<file path="src/rtl/ula_seq.sv">
// ula_seq -- instruction sequencer that drives the 4-bit ALU (ula_3bits).
//
// Accepts 10-bit instructions {op[9:6], rd[5:4], ra[3:2], rb[1:0]} over a
// valid/ready handshake and reads operands from a 4x4-bit register file.
// ALU ops (0001..0111) are issued on ula_a/ula_b/ula_op and held through
// the ALU latency. The 9-bit result is then captured, its low nibble is
// written to rd, and the result is reported on res_*. LDI (1000) writes
// imm = instr[3:0] directly. NOP (0000) is a no-op. Ops 1001..1111 pulse err.
//
// Optional feature (compile-time macro ULA_SEQ_DIV0_EN):
//   When defined, DIV (0111) with reg[rb] == 0 is rejected with an err pulse
//   and is never issued to the ALU. When undefined, it is issued normally.
//
// Parameters:
//   ALU_LATENCY  clock edges from a stable ula_op to a valid ula_result (1..4)
//   NREGS        register file depth (fixed at 4, 2-bit indices)
//
// Ports:
//   clk, rst         clock (rising edge), asynchronous active-high reset
//   in_valid/ready   instruction handshake; in_instr is the instruction word
//   ula_a/b/op       operands and opcode to the ALU (op = 0 when not issuing)
//   ula_result/sinal ALU result and sign inputs
//   res_valid        one-cycle pulse when a result is written
//   res_data/neg/ovf last result, captured sign, and overflow (result[8:4] != 0)
//   err              one-cycle pulse when an instruction is rejected
//   rd_sel/rd_data   debug combinational read of the register file
module ula_seq #(
    parameter int unsigned ALU_LATENCY = 1,
    parameter int unsigned NREGS       = 4
) (
    input  logic       clk,
    input  logic       rst,
    input  logic       in_valid,
    output logic       in_ready,
    input  logic [9:0] in_instr,
    output logic [3:0] ula_a,
    output logic [3:0] ula_b,
    output logic [3:0] ula_op,
    input  logic [8:0] ula_result,
    input  logic       ula_sinal,
    output logic       res_valid,
    output logic [8:0] res_data,
    output logic       res_neg,
    output logic       res_ovf,
    output logic       err,
    input  logic [1:0] rd_sel,
    output logic [3:0] rd_data
);

    typedef enum logic [1:0] {
        S_IDLE,
        S_ISSUE,
        S_WAIT,
        S_CAPTURE
    } state_t;

    localparam logic [3:0] OP_NOP = 4'h0;
    localparam logic [3:0] OP_DIV = 4'h7;
    localparam logic [3:0] OP_LDI = 4'h8;

    // WAIT lasts ALU_LATENCY-1 cycles, so ISSUE + WAIT span exactly
    // ALU_LATENCY edges before CAPTURE samples the ALU.
    localparam logic [1:0] CNT_INIT = 2'(ALU_LATENCY - 1);

    state_t     state_q, state_d;
    logic [3:0] regs_q [NREGS];
    logic [3:0] regs_d [NREGS];
    logic [3:0] a_q, a_d;
    logic [3:0] b_q, b_d;
    logic [3:0] op_q, op_d;
    logic [1:0] rd_q, rd_d;
    logic [1:0] cnt_q, cnt_d;
    logic       res_valid_q, res_valid_d;
    logic [8:0] res_data_q, res_data_d;
    logic       res_neg_q, res_neg_d;
    logic       res_ovf_q, res_ovf_d;
    logic       err_q, err_d;

    // Instruction field decode
    logic [3:0] op_in;
    logic [1:0] rd_in;
    logic [1:0] ra_in;
    logic [1:0] rb_in;
    logic [3:0] imm_in;
    logic       accept;
    logic       div0;

    assign op_in  = in_instr[9:6];
    assign rd_in  = in_instr[5:4];
    assign ra_in  = in_instr[3:2];
    assign rb_in  = in_instr[1:0];
    assign imm_in = in_instr[3:0];

    assign in_ready = (state_q == S_IDLE);
    assign accept   = in_valid && in_ready;

`ifdef ULA_SEQ_DIV0_EN
    assign div0 = (op_in == OP_DIV) && (regs_q[rb_in] == '0);
`else
    assign div0 = 1'b0;
`endif

    always_comb begin
        state_d     = state_q;
        regs_d      = regs_q;
        a_d         = a_q;
        b_d         = b_q;
        op_d        = op_q;
        rd_d        = rd_q;
        cnt_d       = cnt_q;
        res_valid_d = 1'b0;
        res_data_d  = res_data_q;
        res_neg_d   = res_neg_q;
        res_ovf_d   = res_ovf_q;
        err_d       = 1'b0;

        unique case (state_q)
            S_IDLE: begin
                if (accept) begin
                    if (op_in == OP_NOP) begin
                        state_d = S_IDLE;
                    end else if (op_in == OP_LDI) begin
                        // Written at the accept edge; staying in IDLE allows
                        // back-to-back LDIs.
                        regs_d[rd_in] = imm_in;
                        res_valid_d   = 1'b1;
                        res_data_d    = {5'b0, imm_in};
                        res_neg_d     = 1'b0;
                        res_ovf_d     = 1'b0;
                    end else if (op_in > OP_LDI) begin
                        err_d = 1'b1;
                    end else if (div0) begin
                        err_d = 1'b1;
                    end else begin
                        // Operands are latched here, so rd == ra/rb is safe.
                        a_d     = regs_q[ra_in];
                        b_d     = regs_q[rb_in];
                        op_d    = op_in;
                        rd_d    = rd_in;
                        state_d = S_ISSUE;
                    end
                end
            end

            S_ISSUE: begin
                cnt_d   = CNT_INIT;
                state_d = (ALU_LATENCY == 1) ? S_CAPTURE : S_WAIT;
            end

            S_WAIT: begin
                cnt_d = cnt_q - 2'd1;
                if (cnt_q <= 2'd1) begin
                    state_d = S_CAPTURE;
                end
            end

            S_CAPTURE: begin
                regs_d[rd_q] = ula_result[3:0];
                res_valid_d  = 1'b1;
                res_data_d   = ula_result;
                res_neg_d    = ula_sinal;
                res_ovf_d    = |ula_result[8:4];
                a_d          = '0;
                b_d          = '0;
                op_d         = '0;
                state_d      = S_IDLE;
            end

            default: begin
                state_d = S_IDLE;
            end
        endcase
    end

    always_ff @(posedge clk or posedge rst) begin
        if (rst) begin
            state_q     <= S_IDLE;
            regs_q      <= '{default: '0};
            a_q         <= '0;
            b_q         <= '0;
            op_q        <= '0;
            rd_q        <= '0;
            cnt_q       <= '0;
            res_valid_q <= 1'b0;
            res_data_q  <= '0;
            res_neg_q   <= 1'b0;
            res_ovf_q   <= 1'b0;
            err_q       <= 1'b0;
        end else begin
            state_q     <= state_d;
            regs_q      <= regs_d;
            a_q         <= a_d;
            b_q         <= b_d;
            op_q        <= op_d;
            rd_q        <= rd_d;
            cnt_q       <= cnt_d;
            res_valid_q <= res_valid_d;
            res_data_q  <= res_data_d;
            res_neg_q   <= res_neg_d;
            res_ovf_q   <= res_ovf_d;
            err_q       <= err_d;
        end
    end

    assign ula_a     = a_q;
    assign ula_b     = b_q;
    assign ula_op    = op_q;
    assign res_valid = res_valid_q;
    assign res_data  = res_data_q;
    assign res_neg   = res_neg_q;
    assign res_ovf   = res_ovf_q;
    assign err       = err_q;
    assign rd_data   = regs_q[rd_sel];

endmodule

</file>
<file path="config.mk">
export PLATFORM = sky130hd
export DESIGN_NAME = ula_seq
export DESIGN_NICKNAME = d
export VERILOG_FILES = /design/src/rtl/ula_seq.sv
export SDC_FILE = /design/constraint.sdc
export NUM_CORES = 1
export LEC_CHECK = 0
export CAP_MARGIN = 20
export CORE_UTILIZATION = 48
export CTS_CLUSTER_SIZE = 16
export DETAILED_ROUTE_END_ITERATION = 8
export HOLD_SLACK_MARGIN = 0.05
export PLACE_DENSITY = 0.77
export SYNTH_ARGS = -nofsm -noshare
export SYNTH_HDL_FRONTEND = slang
export SYNTH_SLANG_ARGS = --single-unit
export TNS_END_PERCENT = 5
</file>
<file path="constraint.sdc">
create_clock -name clk -period 2.6 [get_ports clk]
set_input_delay 0.65 -clock clk [delete_from_list [all_inputs] [get_ports clk]]
set_output_delay 0.65 -clock clk [all_outputs]
set_load 0.005 [all_outputs]
</file>
==> results by group <==
Placed design
  – Place WS: -0.269 ns
  – Cell Area, Placed: 3190 um2
  – Detail Placement HPWL: ~4400 um
  – Port Buffer Count: 54
  – Final Wtd Congestion: 0.857

Power and ir drop
  – Worst vdd ir: ~530 uV
  – Clk pwr share: between 10% and 20%
  – Post-layout power: approximately 0.0033 W
  – PwrDens: slightly below 1000 nW/um2
  – Switch share: a little under two fifths
  – Reg power frac: between 30 and 40%
  – Switch Pwr: about 0.0012 W
  – LEAKAGE: between 1 and 1.5 nW
  – Internal Power: slightly above 0.002 W
  – Gate power share: 50.3%

Timing
  – Rel. slew slack: a little under three fifths
  – Setup WS post-layout: 0.0682 ns
  – Period utilisation layout: between 90 and 100%
  – Tmin final: approximately 2.5 ns
  – Worst-Margin Slew: approximately 0.66 ns
  – Final hold vios: 0
  – Final Max Slew Viols: 0
  – Final setup TNS: 0 ns
  – RSZ-0062 raised after global routing: false
  – F_max: about 0.4 GHz
  – Endpoints failing setup: 0
  – Setup Skew: between 0.008 and 0.009 ns

CTS
  – Clock Path Buffers: 2
  – CTS Buf Count: 5
  – CTS root buffer: clkbuf_8
  – Postcts setup bufs: 0
  – CTS tree: yes
  – Num Clock Sinks: 47
  – Worst skew pair latency: 0.30 ns
  – Depth of the CTS H-tree: 2
  – Hold_buf cts: 0
  – Clock-pin slew on the worst setup and hold paths: ~0.090 ns
  – Post-CTS sizing: 9

Synth
  – Sequential share of the synthesized area: a little under half
  – Post-Synth XOR/XNOR Area: 0%
  – Synthesis-stage register bit count: 47
  – Simple-gate portion of the synthesized area: ~14%
  – Largest family of logic cells by synthesized area: multiplexers
  – Post-synth cell types: 30
  – Ys Warns: 0
  – Post-Syn Area: about 2500 um2
  – Mux cell area share after synthesis: between 20% and 30%
  – Syn Nets: between 200 and 250
  – Adder-cell share of the synthesized area: approximately 2.5%
  – Complex-gate fraction of the synthesized area: between 10% and 20%
  – Mapped Avg Cell Area: roughly 11 um2
  – Syn Inst Count: ~220

Cells and area
  – Final Cell Area: 3280 um2
  – Fraction of layout cells with a size suffix above 1: between 15 and 20%
  – Nets: between 300 and 400
  – Diode count: 0
  – Final core utilization: roughly 68%
  – Synth-to-Final Area Change: 32.2%

Job
  – Max-cap violations: 0

Worst hold path
  – Hold Path Class: reg2reg

Routing
  – Routed WL: slightly below 6000 um
  – Antenna Nets Post-Route: 0
  – Drt drc: 0
  – Vias: around 2,100
  – Post-DR wirelength/cell: approximately 16 um
  – DRT iter0 DRCs: between 100 and 150
  – Vias per cell: between 5 and 6
  – Pre-antenna DRT Iters: 4

Setup path
  – Worst-path maximum fanout: 4
  – CP Data Required Time: 1.95 ns
  – Crit path DAT: approximately 1.9 ns
  – Crit path kind: in2out
  – Crit end category: output port
  – Crit path launch type: primary input

Global routing
  – First-pass GRT wire length: around 9500 um
  – Tot GR Track Use: between 20% and 30%
  – Antenna violations before repair: 0
  – Largest net degree at the start of global routing: 34
  – Overflow after GRT: 0
  – Number of global-route vias before repair: about 2,000

Floorplan
  – Horiz. Die Dim: 73.9 um
  – # IOs: 55
  – Row cnt: 25
  – Initial core utilization: between 50% and 60%
  – Core box area: roughly 4800 um2
  – Die height: around 74 um
  – Die ar.: about 5500 um2

Outcome
  – Status: finished clean
-- final timing paths --
kind	from	end	slack, ns	cells after the start
max in group asynchronous	rst	ula_b[0]	1.22	3
min in group asynchronous	rst	res_data[4]	0.76	2
worst min register to register	res_data[8]	res_data[8]	0.48	2
worst min-delay path	res_data[8]	res_data[8]	0.48	2
worst max-delay path	rd_sel[1]	rd_data[3]	0.07	3
worst max register to register	state_q[1]	regs_q[4]	0.43	7
-- kinds of logic after synthesis --
| group | after synthesis |
|---|---|
| buffers and inverters | 13 |
| AND/OR/NAND/NOR | 73 |
| AO/OA/AOI/OAI | 42 |
| multiplexers | 39 |
| adder cells (fa/ha/maj) | 5 |
| flip-flops | 47 |
-- placed cells by master, fill, tap and decap left out, types with 2 or more instances in the layout --
master / netlist / final
a31oi_1: 4 / 4
inv_1: 6 / 5
mux2i_1: 10 / 10
buf_4: 0 / 13
a22o_1: 5 / 5
mux4_2: 12 / 12
clkbuf_8: 0 / 5
mux2_2: 17 / 17
or2_2: 2 / 2
clkdlybuf4s50_1: 0 / 49
nand2b_1: 9 / 9
dlygate4sd2_1: 0 / 3
a21oi_1: 2 / 2
clkdlybuf4s15_1: 0 / 2
o21ai_0: 12 / 12
o22ai_1: 16 / 16
nor2_1: 7 / 7
buf_6: 0 / 2
nand3_1: 15 / 15
ha_1: 5 / 5
dfrtp_1: 47 / 47
nand2_1: 31 / 31
-- critical path, cell delays in order --
cell	delay, ns
clkdlybuf4s50_1	0.62
mux4_2	0.34
dlygate4sd2_1	0.27
-- routing by layer --
layer / up-vias / wire length [um] / track usage (%)
li1: 955 / - / -
met1: 1014 / 2500 / 29.0
met2: 72 / 2870 / 39.9
met3: 10 / 333 / 4.39
met4: 0 / 87 / 9.19
met5: - / 0 / 0
-- final cells by class --
cell class              instances  area (um2)
multi-input cells             159        1250
clock inverters                 2        12.5
fillers                       398        1570
clock buffers                   6        72.6
inverters                       6        22.5
repair buffers                 69         657
well taps                      67        83.8
flip-flops and latches         47        1180
-- cell usage after synthesis (all sizes together) --
library cell,n,share of area (%)
nand3b,1,0.30
nor3b,1,0.30
inv,6,0.91
mux2i,10,4.0
o21ai,12,2.4
or2,2,0.50
mux2,17,7.7
a31oi,4,1.0
buf,1,0.20
o22ai,16,4.0
a21oi,2,0.40
nand3,15,3.0
nand2,31,4.7
nand2b,9,2.3
nor3,2,0.61
a41oi,1,0.35
dfrtp,47,47
nor2b,1,0.25
mux4,12,11
a211oi,1,0.81
a211o,1,0.35
and2,1,0.25
nor2,7,1.1
or3,1,0.25
or4b,1,0.40
clkbuf,6,0.91
or4,1,0.30
a22o,5,1.8
ha,5,2.5
-- sequential cells by signal, summed over array words and instances (netlist names) --
signal and cells:
cnt_q 2, rd_q 2, regs_q 16, err 1
res_neg 1, res_ovf 1, ula_a 4, ula_b 4
res_data 9, ula_op 4, res_valid 1, state_q 2
-- metrics by stage --
stage / cells / hold WS, ns
floorplan: 219 / 0.463
global placement: 348 / 0.449
detailed placement: 348 / 0.458
CTS: 356 / 0.478
global route: 356 / 0.508
finish: 356 / 0.476
-- power by group through the flow --
stage | logic [W] | clock network (W) | registers [W]
3_5_place_dp | 0.00166 | 0 | 0.00120
5_1_grt | 0.00180 | 0.000474 | 0.00122
4_1_cts | 0.00164 | 0.000445 | 0.00118
6_report | 0.00164 | 0.000433 | 0.00119
3_3_place_gp | 0.00161 | 0 | 0.00118
2_1_floorplan | 0.00101 | 0 | 0.00115
No activity file was read; power rests on OpenSTA's default activity.
